--- src/rtl/trigger_pkg.sv ---
// Shared mode constants and FSM state encoding for the multi-channel trigger generator.
package trigger_pkg;

  localparam logic [1:0] MODE_OR   = 2'b00;
  localparam logic [1:0] MODE_SEQ  = 2'b01;
  localparam logic [1:0] MODE_SHOT = 2'b10;

  typedef enum logic [1:0] {
    ST_ARMED,
    ST_WAIT_STOP,
    ST_PULSE,
    ST_DONE
  } state_t;

endpackage

--- src/rtl/trig_div_chan.sv ---
// One programmable divider channel: free-running counter with >= wrap and a registered tick.
module trig_div_chan #(
  parameter int unsigned DIV_W = 16
) (
  input  logic             clk,
  input  logic             reset,
  input  logic             clr,
  input  logic             en,
  input  logic [DIV_W-1:0] div,
  output logic             tick
);

  logic [DIV_W-1:0] cnt;

  // >= rather than == so a divisor lowered below the current count wraps at once
  always_ff @(posedge clk or negedge reset) begin
    if (!reset) begin
      cnt  <= '0;
      tick <= 1'b0;
    end else if (clr || !en) begin
      cnt  <= '0;
      tick <= 1'b0;
    end else if (cnt >= div) begin
      cnt  <= '0;
      tick <= 1'b1;
    end else begin
      cnt  <= cnt + 1'b1;
      tick <= 1'b0;
    end
  end

endmodule

--- src/rtl/trigger_multi_gen.sv ---
// NCH divider channels feeding a mode-controlled trigger FSM with pulse width and burst count.
module trigger_multi_gen
  import trigger_pkg::*;
#(
  parameter int unsigned NCH     = 4,
  parameter int unsigned DIV_W   = 16,
  parameter int unsigned PW_W    = 8,
  parameter int unsigned BURST_W = 8,
  parameter int unsigned SEL_W   = $clog2(NCH)
) (
  input  logic               clk,
  input  logic               reset,
  input  logic [NCH*DIV_W-1:0] div_i,
  input  logic [NCH-1:0]     ch_en_i,
  input  logic [SEL_W-1:0]   start_sel_i,
  input  logic [SEL_W-1:0]   stop_sel_i,
  input  logic [1:0]         mode_i,
  input  logic [PW_W-1:0]    pw_i,
  input  logic [BURST_W-1:0] burst_i,
  input  logic               clr,
  output logic               trig_o,
  output logic [NCH-1:0]     tick_o,
  output logic               busy_o,
  output logic               done_o
);

  for (genvar k = 0; k < NCH; k++) begin : g_chan
    trig_div_chan #(.DIV_W(DIV_W)) u_chan (
      .clk   (clk),
      .reset (reset),
      .clr   (clr),
      .en    (ch_en_i[k]),
      .div   (div_i[k*DIV_W +: DIV_W]),
      .tick  (tick_o[k])
    );
  end

  state_t             state;
  logic [PW_W-1:0]    pw_cnt;
  logic [BURST_W-1:0] burst_cnt;
  logic [PW_W-1:0]    pw_eff;
  logic [BURST_W-1:0] burst_nxt;
  logic               seq_mode;
  logic               burst_end;

  always_comb begin
    seq_mode  = (mode_i == MODE_SEQ) || (mode_i == MODE_SHOT);
    pw_eff    = (pw_i == '0) ? PW_W'(1) : pw_i;
    burst_nxt = (burst_cnt == '1) ? burst_cnt : burst_cnt + 1'b1;
    burst_end = (mode_i == MODE_SHOT) || ((burst_i != '0) && (burst_nxt == burst_i));
  end

  always_ff @(posedge clk or negedge reset) begin
    if (!reset) begin
      state     <= ST_ARMED;
      trig_o    <= 1'b0;
      busy_o    <= 1'b0;
      done_o    <= 1'b0;
      pw_cnt    <= '0;
      burst_cnt <= '0;
    end else if (clr) begin
      state     <= ST_ARMED;
      trig_o    <= 1'b0;
      busy_o    <= 1'b0;
      done_o    <= 1'b0;
      pw_cnt    <= '0;
      burst_cnt <= '0;
    end else begin
      case (state)
        ST_ARMED: begin
          if (seq_mode) begin
            if (tick_o[start_sel_i]) begin
              state  <= ST_WAIT_STOP;
              busy_o <= 1'b1;
            end
          end else if (|tick_o) begin
            state  <= ST_PULSE;
            trig_o <= 1'b1;
            busy_o <= 1'b1;
            pw_cnt <= pw_eff;
          end
        end
        // A stop tick coincident with the start tick was seen while still ARMED, so it never lands here
        ST_WAIT_STOP: begin
          if (tick_o[stop_sel_i]) begin
            state  <= ST_PULSE;
            trig_o <= 1'b1;
            pw_cnt <= pw_eff;
          end
        end
        ST_PULSE: begin
          if (pw_cnt <= PW_W'(1)) begin
            trig_o    <= 1'b0;
            busy_o    <= 1'b0;
            burst_cnt <= burst_nxt;
            if (burst_end) begin
              state  <= ST_DONE;
              done_o <= 1'b1;
            end else begin
              state <= ST_ARMED;
            end
          end else begin
            pw_cnt <= pw_cnt - 1'b1;
          end
        end
        ST_DONE: begin
          trig_o <= 1'b0;
          done_o <= 1'b1;
        end
        default: state <= ST_ARMED;
      endcase
    end
  end

endmodule

--- config.mk ---
export PLATFORM = sky130hd
export DESIGN_NAME = trigger_multi_gen
export DESIGN_NICKNAME = d
export VERILOG_FILES = /design/src/rtl/trigger_pkg.sv /design/src/rtl/trig_div_chan.sv /design/src/rtl/trigger_multi_gen.sv
export SDC_FILE = /design/constraint.sdc
export NUM_CORES = 1
export LEC_CHECK = 0
export CAP_MARGIN = 20
export CORE_ASPECT_RATIO = 1.2
export CORE_MARGIN = 3
export CORE_UTILIZATION = 55
export CTS_CLUSTER_DIAMETER = 80
export CTS_CLUSTER_SIZE = 30
export DETAILED_ROUTE_END_ITERATION = 12
export GPL_TIMING_DRIVEN = 0
export PLACE_DENSITY = 0.81
export RECOVER_POWER = 25
export SYNTH_ARGS = -nofsm -noshare
export SYNTH_HDL_FRONTEND = slang
export SYNTH_SLANG_ARGS = --single-unit
--- constraint.sdc ---
create_clock -name clk -period 2.8 [get_ports clk]
set_input_delay 0.28 -clock clk [delete_from_list [all_inputs] [get_ports clk]]
set_output_delay 0.28 -clock clk [all_outputs]
set_load 0.05 [all_outputs]
==> results.toml, run 1 <==
[cts]
htreeDepth = 3
tritoncts = "built"
tritoncts.num_buffers = 9
clkTransAtPathRegs_ns = 0.06
cts-hold-fix-buffers = 1
clk_path_buf_depth = 2
post_cts_sizing_count = 0
cts_setup_buffers = 0
clock_sink_count = 89
clkLatencyLatePin_ns = 0.34
clk_root_buffer_cell = "sky130_fd_sc_hd__clkbuf_16"

[logic_synthesis]
synth_most_common_cell = "sky130_fd_sc_hd__nor2_1"
synth_cell_type_count = 56
synthCells = 726
syn_nets = 895
synth-edff-count = 0
synthesis.area_per_instance_um2 = 8.789
asyncSetResetFlopFracSynth_pct = 100.0
syn_area_mm2 = 0.006381
ys.warnings.count = 0
synthDominantCellAreaShare_pct = 34.90
synth_sequential_area_ratio_pct = 34.90
yosys-top-cells-area = "sky130_fd_sc_hd__dfrtp_1, sky130_fd_sc_hd__ha_1, sky130_fd_sc_hd__nor2_1"
netlist.top_cell.by_area = "sky130_fd_sc_hd__dfrtp_1"
ys_ff_latch = 89
netlist_top_cells_count = "sky130_fd_sc_hd__nor2_1, sky130_fd_sc_hd__dfrtp_1, sky130_fd_sc_hd__inv_1, sky130_fd_sc_hd__ha_1, sky130_fd_sc_hd__xor2_1"
synth_flop_cell = "sky130_fd_sc_hd__dfrtp_1"

[power]
p_leak_nw = 3.964
powerDensity_mw_per_mm2 = 505.6
combPwrFrac_pct = 26.0
sw_frac_of_total_pct = 29.60
p_seq_share_pct = 36.5
p_int_mw = 2.827
worst_ir_drop_vdd_mv = 0.3014
power.clock.fraction_pct = 37.5
total_switching_power_mw = 1.188

[timing]
final.hold.worst_slack_ns = 0.4464
finalWorstPathRequiredPeriod_ns = 2.568
final-hold-violation-count = 0
period_utilisation_layout_pct = 91.71
drv_slew = 0
max_slew_margin_vs_limit_pct = 23.37
maxClockFrequency_ghz = 0.3894
skew_ns = 0.004776
rsz0062_at_grt = "no"
timing.final.setup_violations = 0
tightest_slew_ns = 1.149

[hold_path]
hold_depth = 3
min_to = "g_chan[1].u_chan.tick"
hp-class = "input pin to register"
hold_path_origin = "clr"

[global_routing]
globalRouteOverflowTotal = 0
grt_pass1_wl_um = 25390
grt_start_max_net_pins = 51
first_global_vias = 5684
gr-usage-all-layers_pct = 23.70
grt_antenna_before_repair = 0

[drt]
post_drt_via_cell_ratio = 5.517
vias = 5495
drt-pass1-iter-count = 4
drcViolationCount = 0
post_drt_wl_per_cell_um = 14.93
1st_iter_drt_viols = 236
routed_wl_um = 14870
drt.antenna.violating_nets = 0

[final_layout]
diode_insertion_count_for_antenna_repair = 0
flow.area_growth_from_synthesis_pct = 24.47
layout-drive-gt1-share_pct = 5.344
final_cells = 996
num-nets-final = 1006
layout.cell_area.non_filler_mm2 = 0.007943
final.fill_count = 893

[die]
die-area_mm2 = 0.01294
cell_rows = 42
fp.dieH_um = 124.0
ioPinCount = 100
die_w_um = 104.3
floorplan.initialDensity_pct = 57.01
placeableCoreArea_mm2 = 0.01119

[place]
post-place-cells = 979
gp_congestion = 0.8763
hpwl_um = 11550
placed_inst_area_mm2 = 0.007580
quantity_of_i_o_buffers_inserted_on_ports = 98

[critical_path]
highest_delay_cell_along_the_critical_path = "sky130_fd_sc_hd__clkdlybuf4s50_1"
cp-start-kind = "input pin"
reg2reg_from = "g_chan[1].u_chan.cnt[9]"
r2r-end = "g_chan[1].u_chan.cnt[12]"
worstPathRequired_ns = 3.06
cp-end-kind = "register"
worstPathCellList = "clkdlybuf4s50_1, inv_1, ha_1, a21o_1, a21o_1, a21oi_1, nor2_1, a211oi_1, o211ai_1, clkbuf_1, nor2_1"
worstRegToRegCells = 9
arrival_ns = 2.83
crit_type = "input pin to register"
rrSetupSlack_ns = 0.27
critical_path.max_stage_delay_ns = 0.46
timing.critical_path.fanout_max = 10

[outcome]
status = "completed"

[flow_run]
count_of_max_cap_constraint_violations = 0
## registers in the layout (all words and copies together) (netlist names)
signal,cells
g_chan.u_chan.tick,4
g_chan.u_chan.cnt,64
busy_o,1
burst_cnt,8
done_o,1
pw_cnt,8
trig_o,1
state,2
## worst max-delay path, delay by kind of cell
family	cells	cell delay (ns)
compound gates	5	1.16
fa+ha+maj	1	0.31
buf+inv	3	0.84
simple gates	2	0.22
## cell usage in the layout (no fill, tap or decap), types with 12 or more instances in the layout
master,count
sky130_fd_sc_hd__a21o_1,27
sky130_fd_sc_hd__dfrtp_1,89
sky130_fd_sc_hd__ha_1,76
sky130_fd_sc_hd__nand4_1,18
sky130_fd_sc_hd__inv_1,79
sky130_fd_sc_hd__nor3_1,13
sky130_fd_sc_hd__clkdlybuf4s50_1,97
sky130_fd_sc_hd__nand3_1,28
sky130_fd_sc_hd__xnor2_1,23
sky130_fd_sc_hd__nor2_1,102
sky130_fd_sc_hd__and3_1,19
sky130_fd_sc_hd__nand2_1,39
sky130_fd_sc_hd__clkbuf_1,12
sky130_fd_sc_hd__o21ai_0,20
sky130_fd_sc_hd__a21oi_1,26
sky130_fd_sc_hd__xor2_1,42
## cell families after synthesis
family	after synthesis	synth area share, %
compound gates	121	12.67
fa+ha+maj	76	14.90
flops	89	34.90
simple gates	261	19.88
xor+xnor	65	8.921
buf+inv	104	6.921
mux	10	1.804
## per-layer routing
metal	wire (um)	vias up	global-route usage (%)
met4	356	0	8.146
met3	716	36	4.873
met1	5978	2605	26.88
met5	0	-	0
li1	-	2697	-
met2	7821	157	44.47
## area by class of cell
type                       instances  area, um^2  area share (%)
multi-input combinational        533        3712           46.74
sequential                        89        2227           28.04
tap                              154       192.7           2.426
inverter                          79       296.5           3.733
clock buffer                      11       252.7           3.182
timing repair buffer             100       991.0           12.48
buffer                            25       145.1           1.827
clock inverter                     5       125.1           1.575
## power groups by stage
| stage | Clock [mW] | Combinational, mW | Sequential, mW |
|---|---|---|---|
| finish | 1.51 | 1.04 | 1.46 |
| global route | 1.59 | 1.16 | 1.47 |
| CTS | 1.53 | 1.04 | 1.46 |
| detailed placement | 0 | 1.03 | 1.48 |
| global placement | 0 | 0.975 | 1.48 |
| floorplan | 0 | 0.609 | 1.52 |
## worst max-delay path by stage
stage	from	to	slack, ns
2_1_floorplan	g_chan[0].u_chan.cnt[0]	g_chan[0].u_chan.cnt[10]	0.62
3_3_place_gp	reset	g_chan[2].u_chan.cnt[11]	-1.83
3_5_place_dp	div_i[25]	g_chan[1].u_chan.cnt[8]	-0.13
4_1_cts	div_i[25]	g_chan[1].u_chan.cnt[12]	0.22
5_1_grt	div_i[25]	g_chan[1].u_chan.cnt[12]	0.03
6_report	div_i[25]	g_chan[1].u_chan.cnt[12]	0.23
## per-stage QoR
stage / setup slack (ns) / TNS [ns] / util, % / total power, mW
after detailed placement: -0.1304 / -2.067 / 67.72 / 2.509
after floorplan: 0.6224 / 0 / - / 2.128
after global routing: 0.03211 / 0 / 70.96 / 4.225
after CTS: 0.2175 / 0 / 71.18 / 4.034
after global placement: -1.825 / -162.67 / 67.49 / 2.454
final: 0.2320 / 0 / 70.96 / 4.016
No activity file was read; power rests on OpenSTA's default activity.
==> run 2: changes to the inputs <==
--- a/config.mk
+++ b/config.mk
@@ -7,7 +7,6 @@
 export LEC_CHECK = 0
 export CAP_MARGIN = 20
 export CORE_ASPECT_RATIO = 1.2
-export CORE_MARGIN = 3
 export CORE_UTILIZATION = 55
 export CTS_CLUSTER_DIAMETER = 80
 export CTS_CLUSTER_SIZE = 30
==> results.toml, run 2 (synthesis gave the netlist of run 1 again) <==
[timing]
finalWorstPathRequiredPeriod_ns = 2.527
final-hold-violation-count = 0
skew_ns = 0.006784
period_utilisation_layout_pct = 90.24
maxClockFrequency_ghz = 0.3958
timing.setup.tns_ns = 0
rsz0062_at_grt = "no"
max_slew_margin_vs_limit_pct = -24.66
drv_slew = 31
timing.final.setup_violations = 0
tightest_slew_ns = 1.870

[drt]
drt-pass1-iter-count = 5
post_drt_via_cell_ratio = 5.453
routed_wl_um = 14260
1st_iter_drt_viols = 188
drcViolationCount = 0
vias = 5431
drt.antenna.violating_nets = 0
post_drt_wl_per_cell_um = 14.32

[cts]
post_cts_sizing_count = 0
htreeDepth = 3
tritoncts.num_buffers = 9
cts-hold-fix-buffers = 1
clk_root_buffer_cell = "sky130_fd_sc_hd__clkbuf_16"
clock_sink_count = 89
clkLatencyLatePin_ns = 0.34
cts_setup_buffers = 0
clkTransAtPathRegs_ns = 0.06
tritoncts = "built"
clk_path_buf_depth = 2

[place]
placed_inst_area_mm2 = 0.007580
post-place-cells = 979
hpwl_um = 11190
gp_congestion = 0.8596
quantity_of_i_o_buffers_inserted_on_ports = 98

[die]
floorplan.initialDensity_pct = 57.28
die_w_um = 100.3
fp.dieH_um = 120.0
placeableCoreArea_mm2 = 0.01114
die-area_mm2 = 0.01204
ioPinCount = 100
cell_rows = 42

[final_layout]
diode_insertion_count_for_antenna_repair = 0
biggest_register = "g_chan.u_chan.cnt"
final_cells = 996
layout_common_cells = "sky130_fd_sc_hd__nor2_1, sky130_fd_sc_hd__clkdlybuf4s50_1, sky130_fd_sc_hd__dfrtp_1"
flow.area_growth_from_synthesis_pct = 23.84
layout-drive-gt1-share_pct = 5.226
final.fill_count = 851
reg.largest.list = "g_chan.u_chan.cnt: 64 flops, burst_cnt: 8 flops, pw_cnt: 8 flops"
largest_register_ffs = 64
layout.cell_area.non_filler_mm2 = 0.007903
commonest_non_fill_non_tap_cell_in_the_layout = "sky130_fd_sc_hd__nor2_1"
num-nets-final = 1006

[global_routing]
gr-usage-all-layers_pct = 25.11
globalRouteOverflowTotal = 0
grt_start_max_net_pins = 60
first_global_vias = 5602
grt_pass1_wl_um = 24430
grt_antenna_before_repair = 0

[critical_path]
arrival_ns = 2.79
crit_type = "input pin to register"
cp-end-kind = "register"
timing.critical_path.fanout_max = 10
cp-start-kind = "input pin"
worstPathRequired_ns = 3.06

[outcome]
status = "complete, but fails checks"
violations_in_the_final_reports = "capacitance limit, slew limit"

[power]
p_leak_nw = 3.935
worst_ir_drop_vdd_mv = 0.3264
fin_total_pwr_mw = 3.748
powerDensity_mw_per_mm2 = 474.3

[flow_run]
count_of_max_cap_constraint_violations = 1

[hold_path]
hp-class = "input pin to register"
## run 2: cell types whose count changed in the layout (fill, tap and decap cells not counted)
cell / change
sky130_fd_sc_hd__bufinv_16: -3
sky130_fd_sc_hd__clkinvlp_4: +2
sky130_fd_sc_hd__buf_16: +1
sky130_fd_sc_hd__buf_2: -1
sky130_fd_sc_hd__clkbuf_1: +1
sky130_fd_sc_hd__clkbuf_2: -1
sky130_fd_sc_hd__clkbuf_8: +1
## run 2: cell type report
type	count	area, um^2	share of cell area [%]
multi-input combinational	533	3712	46.98
tap	154	192.7	2.438
clock inverter	4	50.05	0.6333
buffer	25	145.1	1.837
timing repair buffer	100	1012	12.81
clock buffer	12	266.5	3.372
inverter	79	296.5	3.752
sequential	89	2227	28.18
## run 2: layer usage
metal / GRT usage, % / vias to the layer above / part of all wire, %
met4: 7.971 / 0 / 1.9
met1: 29.76 / 2570 / 43
li1: - / 2705 / -
met5: 0 / - / 0
met3: 3.320 / 23 / 3.5
met2: 46.36 / 133 / 51
## run 2: critical path, cell delays in order
cell and delay [ns]:
sky130_fd_sc_hd__clkdlybuf4s50_1 0.46, sky130_fd_sc_hd__inv_1 0.04, sky130_fd_sc_hd__ha_1 0.31, sky130_fd_sc_hd__a21o_1 0.19, sky130_fd_sc_hd__a211o_1 0.31, sky130_fd_sc_hd__a21oi_1 0.15, sky130_fd_sc_hd__o211ai_1 0.12, sky130_fd_sc_hd__a41oi_1 0.23
sky130_fd_sc_hd__o21ai_1 0.23, sky130_fd_sc_hd__clkbuf_1 0.29, sky130_fd_sc_hd__nor2_1 0.16
## run 2: path summary, 6_finish.rpt
path | start | to | slack, ns | depth (start not counted)
max | div_i[46] | g_chan[2].u_chan.cnt[7] | 0.27 | 11
min in group asynchronous | reset | g_chan[0].u_chan.cnt[9] | 0.99 | 2
min reg2reg | g_chan[1].u_chan.cnt[0] | g_chan[1].u_chan.cnt[0] | 0.49 | 1
min | clr | g_chan[1].u_chan.tick | 0.49 | 3
max in group asynchronous | reset | g_chan[3].u_chan.cnt[13] | 0.72 | 2
max reg2reg | g_chan[2].u_chan.cnt[14] | g_chan[2].u_chan.cnt[7] | 0.32 | 9
## run 2: report_power, final
part,leakage (nW),total (mW),internal (mW),switching [mW]
clock network,0.151,1.25,0.763,0.490
logic,2.56,1.03,0.452,0.578
registers,1.23,1.46,1.37,0.0963
## run 2: stage by stage
step	hold slack (ns)	setup slack, ns	utilization, %
after floorplan	-0.01559	0.6224	-
after global placement	0.4647	-1.774	67.81
after detailed placement	0.2563	-0.04976	68.04
after CTS	0.4352	0.2785	70.97
after global routing	0.5093	0.05550	70.93
final	0.4888	0.2734	70.93
==> run 3: changes to the inputs <==
--- a/config.mk
+++ b/config.mk
@@ -11,7 +11,7 @@
 export CTS_CLUSTER_DIAMETER = 80
 export CTS_CLUSTER_SIZE = 30
 export DETAILED_ROUTE_END_ITERATION = 12
-export GPL_TIMING_DRIVEN = 0
+export GPL_TIMING_DRIVEN = 1
 export PLACE_DENSITY = 0.81
 export RECOVER_POWER = 25
 export SYNTH_ARGS = -nofsm -noshare
==> results.toml, run 3 (synthesis gave the netlist of run 1 again) <==
[outcome]
status = "completed"

[drt]
vias = 5397
1st_iter_drt_viols = 229
drcViolationCount = 0
post_drt_wl_per_cell_um = 14.54
drt.antenna.violating_nets = 0
drt-pass1-iter-count = 5
post_drt_via_cell_ratio = 5.496
routed_wl_um = 14270

[timing]
skew_ns = 0.004767
timing.final.setup_violations = 0
timing.setup.tns_ns = 0
period_utilisation_layout_pct = 93.79
drv_slew = 0
maxClockFrequency_ghz = 0.3808
max_slew_margin_vs_limit_pct = 22.31
rsz0062_at_grt = "no"
tightest_slew_ns = 1.165
final-hold-violation-count = 0
finalWorstPathRequiredPeriod_ns = 2.626

[final_layout]
layout-drive-gt1-share_pct = 5.072
largest_register_ffs = 64
ff_latch_area_mm2 = 0.002227
flow.area_growth_from_synthesis_pct = 22.71
commonest_non_fill_non_tap_cell_in_the_layout = "sky130_fd_sc_hd__nor2_1"
multi_input_comb_area_mm2 = 0.003712
final.fill_count = 888
diode_insertion_count_for_antenna_repair = 0
biggest_register = "g_chan.u_chan.cnt"
layout_common_cells = "sky130_fd_sc_hd__nor2_1, sky130_fd_sc_hd__clkdlybuf4s50_1, sky130_fd_sc_hd__dfrtp_1"
reg.largest.list = "g_chan.u_chan.cnt: 64 flops, burst_cnt: 8 flops, pw_cnt: 8 flops"
layout.cell_area.non_filler_mm2 = 0.007830
num-nets-final = 992

[place]
placed_inst_area_mm2 = 0.007512
quantity_of_i_o_buffers_inserted_on_ports = 99
hpwl_um = 11130
gp_congestion = 0.8945

[critical_path]
cp-end-kind = "register"
timing.critical_path.fanout_max = 14
crit_type = "register to register"
worstPathRequired_ns = 3.07
cp-start-kind = "register"
arrival_ns = 2.90

[global_routing]
grt_start_max_net_pins = 47
gr-usage-all-layers_pct = 24.93
globalRouteOverflowTotal = 0
grt_antenna_before_repair = 0
grt_pass1_wl_um = 24130
first_global_vias = 5450

[cts]
clk_root_buffer_cell = "sky130_fd_sc_hd__clkbuf_16"
clock_sink_count = 89
clk_path_buf_depth = 2
cts_setup_buffers = 0
tritoncts.num_buffers = 9
clkLatencyLatePin_ns = 0.35
tritoncts = "built"
htreeDepth = 3
clkTransAtPathRegs_ns = 0.07

[power]
p_leak_nw = 3.909
powerDensity_mw_per_mm2 = 490.3
worst_ir_drop_vdd_mv = 0.3228

[die]
die_w_um = 100.3
floorplan.initialDensity_pct = 57.28
fp.dieH_um = 120.0
placeableCoreArea_mm2 = 0.01114
ioPinCount = 100
cell_rows = 42
die-area_mm2 = 0.01204

[hold_path]
hp-class = "register to register"

[flow_run]
count_of_max_cap_constraint_violations = 0
run 3: critical path: stages, from the launching register on:
cell and delay, ns:
sky130_fd_sc_hd__dfrtp_1 0.52, sky130_fd_sc_hd__ha_1 0.35, sky130_fd_sc_hd__and4_4 0.36, sky130_fd_sc_hd__nand2_1 0.17
sky130_fd_sc_hd__mux2_2 0.27, sky130_fd_sc_hd__o21ai_0 0.10, sky130_fd_sc_hd__nor4_2 0.40, sky130_fd_sc_hd__a41oi_1 0.21
sky130_fd_sc_hd__a21oi_1 0.18
run 3: worst paths after layout:
path | end | start | slack [ns] | cells past startpoint
max | state[0] | burst_cnt[0] | 0.17 | 8
min | g_chan[1].u_chan.cnt[0] | g_chan[1].u_chan.cnt[0] | 0.49 | 1
max reg2reg | state[0] | burst_cnt[0] | 0.17 | 8
max in group asynchronous | burst_cnt[4] | reset | 0.51 | 3
min in group asynchronous | g_chan[0].u_chan.cnt[8] | reset | 0.69 | 2
min reg2reg | g_chan[1].u_chan.cnt[0] | g_chan[1].u_chan.cnt[0] | 0.49 | 1
run 3: power breakdown:
group / internal [mW] / switching [mW] / leakage, nW / total, mW
clock network: 0.793 / 0.541 / 0.161 / 1.33
logic: 0.460 / 0.576 / 2.52 / 1.04
registers: 1.37 / 0.100 / 1.23 / 1.47
run 3: per-layer routing:
metal | vias to the layer above | share of wire, % | global-route usage (%) | wire length, um
li1 | 2677 | - | - | -
met1 | 2548 | 42 | 29.54 | 6014
met2 | 143 | 52 | 45.25 | 7367
met3 | 29 | 3.8 | 3.262 | 545
met4 | 0 | 2.4 | 9.601 | 347
met5 | - | 0 | 0 | 0
run 3: cell type report:
| type | count | area share (%) |
|---|---|---|
| Tap cell | 154 | 2.461 |
| Inverter | 79 | 3.787 |
| Clock buffer | 9 | 2.876 |
| Timing Repair Buffer | 111 | 13.74 |
| Multi-Input combinational cell | 533 | 47.41 |
| Sequential cell | 89 | 28.44 |
| Clock inverter | 7 | 1.278 |
run 3: stage by stage:
step | instances | power (mW) | worst slack, ns | hold WS, ns | util [%]
6_report | 982 | 3.839 | 0.1739 | 0.4876 | 70.28
5_1_grt | 982 | 4.032 | 0.0006526 | 0.5217 | 70.28
4_1_cts | 982 | 3.852 | 0.2278 | 0.4895 | 70.44
3_5_place_dp | 965 | 2.509 | 0.06748 | 0.3271 | 67.43
3_3_place_gp | 965 | 2.463 | 0.2099 | 0.3150 | 67.43
2_1_floorplan | 726 | 2.128 | 0.6224 | -0.01559 | -
run 3: repair_timing:
action                     CTS  global route
hold buffers                 1             0
hold endpoints to repair    45             0
setup endpoints to repair    0             0
gates resized for setup      0             0
